## src/rtl/serial_slice_tx.sv

```systemverilog
// serial_slice_tx: parallel-in, MSB-first serial transmitter with fixed,
// free-running slot framing matching the serial slice receiver.
// Optional even-parity bit at the end of every slot: define
// SERIAL_SLICE_TX_PARITY_EN (slot becomes WIDTH+1 bits).
module serial_slice_tx #(
  parameter int unsigned WIDTH = 3,
  parameter int unsigned CNT_W = 8
) (
  input  logic             clock,
  input  logic             reset,
  input  logic [WIDTH-1:0] in_data,
  input  logic             in_valid,
  output logic             in_ready,
  output logic             out,
  output logic             out_frame,
  output logic             out_valid,
  output logic [CNT_W-1:0] sent_count
);

`ifdef SERIAL_SLICE_TX_PARITY_EN
  localparam int unsigned SLOT = WIDTH + 1;
`else
  localparam int unsigned SLOT = WIDTH;
`endif
  localparam int unsigned      POS_W = $clog2(SLOT);
  localparam logic [POS_W-1:0] LAST  = POS_W'(SLOT - 1);

  typedef enum logic {
    IDLE_SLOT,
    DATA_SLOT
  } slot_e;

  slot_e            state_q, state_d;
  logic [POS_W-1:0] pos_q, pos_d;
  logic [WIDTH-1:0] shreg_q, shreg_d;
  logic [CNT_W-1:0] cnt_q, cnt_d;
  logic             out_q, out_d;
  logic             frame_q, frame_d;
  logic             wrap;
  logic             accept;
`ifdef SERIAL_SLICE_TX_PARITY_EN
  logic             par_q, par_d;
`endif

  assign wrap       = (pos_q == LAST);
  assign in_ready   = wrap && !reset;
  assign accept     = in_valid && in_ready;

  assign out        = out_q;
  assign out_frame  = frame_q;
  assign out_valid  = (state_q == DATA_SLOT);
  assign sent_count = cnt_q;

  // Next-state: slot position, slot state at wrap, shifter, parity, counter.
  // shreg holds only the bits still to be sent: at load the MSB goes
  // straight to out and the rest is stored pre-shifted, so out is always
  // the registered copy of shreg's MSB with no extra cycle of latency.
  always_comb begin
    pos_d   = wrap ? '0 : pos_q + POS_W'(1);
    state_d = state_q;
    shreg_d = {shreg_q[WIDTH-2:0], 1'b0};
    out_d   = shreg_q[WIDTH-1];
    cnt_d   = cnt_q;
`ifdef SERIAL_SLICE_TX_PARITY_EN
    par_d   = par_q;
`endif
    if (wrap) begin
      if (state_q == DATA_SLOT) begin
        cnt_d = cnt_q + CNT_W'(1);
      end
      if (accept) begin
        state_d = DATA_SLOT;
        shreg_d = {in_data[WIDTH-2:0], 1'b0};
        out_d   = in_data[WIDTH-1];
`ifdef SERIAL_SLICE_TX_PARITY_EN
        par_d   = ^in_data;
`endif
      end else begin
        state_d = IDLE_SLOT;
        shreg_d = '0;
        out_d   = 1'b0;
`ifdef SERIAL_SLICE_TX_PARITY_EN
        par_d   = 1'b0;
`endif
      end
    end
`ifdef SERIAL_SLICE_TX_PARITY_EN
    if (!wrap && (pos_d == POS_W'(WIDTH))) begin
      out_d = par_q;
    end
`endif
    frame_d = (pos_d == '0);
  end

  // State register; synchronous reset restarts framing at the last slot bit.
  always_ff @(posedge clock) begin
    if (reset) begin
      state_q <= IDLE_SLOT;
      pos_q   <= LAST;
      shreg_q <= '0;
      cnt_q   <= '0;
      out_q   <= 1'b0;
      frame_q <= 1'b0;
`ifdef SERIAL_SLICE_TX_PARITY_EN
      par_q   <= 1'b0;
`endif
    end else begin
      state_q <= state_d;
      pos_q   <= pos_d;
      shreg_q <= shreg_d;
      cnt_q   <= cnt_d;
      out_q   <= out_d;
      frame_q <= frame_d;
`ifdef SERIAL_SLICE_TX_PARITY_EN
      par_q   <= par_d;
`endif
    end
  end

endmodule
```

## config.mk

```make
export PLATFORM = sky130hd
export DESIGN_NAME = serial_slice_tx
export DESIGN_NICKNAME = d
export VERILOG_FILES = /design/src/rtl/serial_slice_tx.sv
export SDC_FILE = /design/constraint.sdc
export NUM_CORES = 1
export LEC_CHECK = 0
export ABC_AREA = 1
export BUFFER_PORTS_ARGS = -buffer_cell sky130_fd_sc_hd__buf_2
export CAP_MARGIN = 5
export CORE_MARGIN = 2
export CORE_UTILIZATION = 45
export CTS_CLUSTER_SIZE = 8
export DETAILED_ROUTE_END_ITERATION = 8
export PLACE_DENSITY = 0.71
export SLEW_MARGIN = 5
export SYNTH_ARGS = -nofsm -noshare
export SYNTH_HDL_FRONTEND = slang
export SYNTH_SLANG_ARGS = --single-unit
export TNS_END_PERCENT = 10
```

## constraint.sdc

```tcl
create_clock -name clock -period 1.6 [get_ports clock]
set_input_delay 0.08 -clock clock [delete_from_list [all_inputs] [get_ports clock]]
set_output_delay 0.08 -clock clock [all_outputs]
set_load 0.05 [all_outputs]
```

==> reports/metrics.yaml <==
routing:
  drtIter0Drc: 6
  finalWirelength_mm: 1.19
  wire_per_inst_um: 10.1
  vias: 557
  drc_errors: 0
  final_antenna_net_count: 0
  first_pass_iters: 4
  routed_via_density: 4.76
yosys:
  synth_compound_area_share_pct: 8.43
  synthAdderAreaFrac_pct: 1.96
  synth_top_family_by_area: "simple AND/OR/NAND/NOR gates"
  synth_xor_area_share_pct: 1.37
  synth_fp_nets: 88
  yosysWarnings: 0
  postSynthCellCount: 81
  synth_mux_area_share_pct: 0
  netlist_area_sq_um: 638
  synthSimpleGateAreaFrac_pct: 32.9
  yosysSeqAreaShare_pct: 47.1
  avgSynthCellArea_sq_um: 7.88
  synth_cell_type_count: 19
  synth.ff_latch_count: 15
layout:
  area_growth_pct: 21.0
  antenna_cells: 0
  multi_input_area_sq_um: 285
  regArea_sq_um: 300
  drive_above_1_share_pct: 28.4
  nFillCells: 128
  final_nets: 110
clocking:
  htree_levels: 1
  cts_resized: 0
  worstSkewPairLatency_ns: 0.28
  cts-root-buf: "clkbuf_4"
  cts_tree: "done"
  cts_sinks: 15
  cts_max_path_buffers: 2
  path_clk_slew_ns: 0.09
  cts_buffers: 3
floorplan:
  rows: 13
  die_area_sq_mm: 0.00174
  start_util_pct: 48.4
  die_y_um: 41.7
  die_w_um: 41.7
  io_pins: 18
  fp.coreArea_sq_mm: 0.00132
power:
  power.density_mw_per_mm2: 904
  ir_drop_mv: 0.522
  leakage_nw: 0.363
global_routing:
  antenna_found_initial: 0
  overflow: 0
  grt_max_degree: 10
  gr-usage-all-layers_pct: 14.5
  grt_pass1_wl_mm: 1.94
  first_global_vias: 473
status:
  status: "completed"
timing:
  timing.final.crit_share_pct: 85.3
  setup_tns_ns: 0
  slew_headroom_pct: 82.3
  hold_viol_final: 0
  fin_crit_ns: 1.36
  worst_pin_slew_ns: 0.266
  setup_viol: 0
  worst_clock_skew_ns: 0.00262
  fin_ws_ns: 0.236
  clock.fmax_mhz: 733
  rsz0062_at_grt: "no"
  maxSlewViolCount: 0
worst_setup_path:
  critical_path.slowest_cell: "dfxtp_1"
  crit_buf_inv: 1
  path_class: "flip-flop to output pin"
  worstPathRequired_ns: 1.52
  critPathMaxStageDelay_ns: 0.48
  startpoint_type: "flip-flop"
  cp-end-kind: "output pin"
  path_cells: "nand2_2 > nor2_1 > buf_2"
  worst_ep_arrival_time_ns: 1.28
  crit_family: "flip-flops"
  critPathMaxFanout: 5
place:
  dp_slack_ns: 0.472
  dp_hpwl_um: 871
  place.port_buffers: 17
  place_congestion: 0.796
worst_hold_path:
  hold_class: "input port to flip-flop"
job:
  maxCapViolCount: 0
[layout by cell type (no fill, tap or decap), drive strengths merged]
cell type / count
inv: 12
nor3: 4
dfxtp: 15
buf: 17
a21oi: 6
ha: 1
xor2: 1
nand3: 6
clkinv: 1
clkbuf: 3
dlygate4sd3: 1
nor2: 15
o21ai: 4
nand2: 16
[cell families after synthesis]
kind of cell / after synthesis
and+or+nand+nor: 41
DFF: 15
buffers and inverters: 13
AOI/OAI and AO/OA: 10
xor gates and xnor gates: 1
adders and majority gates: 1
[layout make-up]
class / instances / area share [%]
Clock buffer: 3 / 2.92
Clock inverter: 1 / 0.648
Inverter: 12 / 5.83
Multi-Input combinational cell: 53 / 37.0
Sequential cell: 15 / 38.9
Tap cell: 15 / 2.43
Timing Repair Buffer: 18 / 12.3
[worst min-delay path, delay by kind of cell]
family                 cells  cell delay, ns
buffers and inverters      1            0.09
AOI/OAI and AO/OA          1            0.05
and+or+nand+nor            1            0.05
[registers in the layout (all words and copies together), names as in the netlist]
| signal | cells |
|---|---|
| sent_count | 8 |
| pos_q | 2 |
| shreg_q | 2 |
| out | 1 |
| out_frame | 1 |
| out_valid | 1 |
[repair_timing]
action                    4_1_cts  5_1_grt
hold endpoints to repair        1        0
hold buffers                    1        0
buffers inserted                0        0
[cells in the mapped netlist]
master | instances | area (sq um)
a21oi_1 | 5 | 25.0
a21oi_2 | 1 | 8.76
buf_4 | 1 | 7.51
dfxtp_1 | 15 | 300
ha_1 | 1 | 12.5
inv_1 | 11 | 41.3
inv_2 | 1 | 3.75
nand2_1 | 15 | 56.3
nand2_2 | 1 | 6.26
nand3_1 | 5 | 25.0
nand3_4 | 1 | 17.5
nor2_1 | 12 | 45.0
nor2_2 | 1 | 6.26
nor2_4 | 2 | 22.5
nor3_1 | 3 | 15.0
nor3_4 | 1 | 16.3
o21ai_0 | 1 | 5.00
o21ai_1 | 3 | 15.0
xor2_1 | 1 | 8.76
[power breakdown]
part	total, mW	leakage, nW	switching [mW]	internal (mW)
clock network	0.217	0.0177	0.125	0.0927
logic	0.0854	0.223	0.0619	0.0235
registers	0.395	0.122	0.0105	0.385
[final timing paths]
check / start / end / slack [ns] / cells past startpoint
min: in_data[1] / shreg_q[2] / 0.04 / 3
max: pos_q[1] / in_ready / 0.24 / 3
max reg2reg: sent_count[0] / sent_count[6] / 0.47 / 6
min reg2reg: pos_q[0] / pos_q[0] / 0.45 / 1
[stage by stage]
| stage | power, mW | area (sq um) | hold WS (ns) | utilization, % | instances |
|---|---|---|---|---|---|
| global placement | 0.485 | 734 | 0.297 | 55.7 | 112 |
| CTS | 0.706 | 772 | 0.0307 | 58.6 | 117 |
| finish | 0.698 | 772 | 0.0366 | 58.6 | 117 |
| floorplan | 0.467 | 638 | 0.192 | - | 81 |
| global route | 0.722 | 772 | 0.0359 | 58.6 | 117 |
| detailed placement | 0.487 | 734 | 0.302 | 55.7 | 112 |
[layer usage]
| metal | wire [um] | share of wire (%) | global-route usage [%] | up-vias |
|---|---|---|---|---|
| li1 | - | - | - | 293 |
| met4 | 11 | 0.93 | 9.03 | 0 |
| met3 | 49 | 4.1 | 2.61 | 2 |
| met5 | 0 | 0 | 0 | - |
| met2 | 551 | 46 | 23.1 | 14 |
| met1 | 573 | 48 | 17.8 | 248 |
Power figures use the tool's default switching activity.
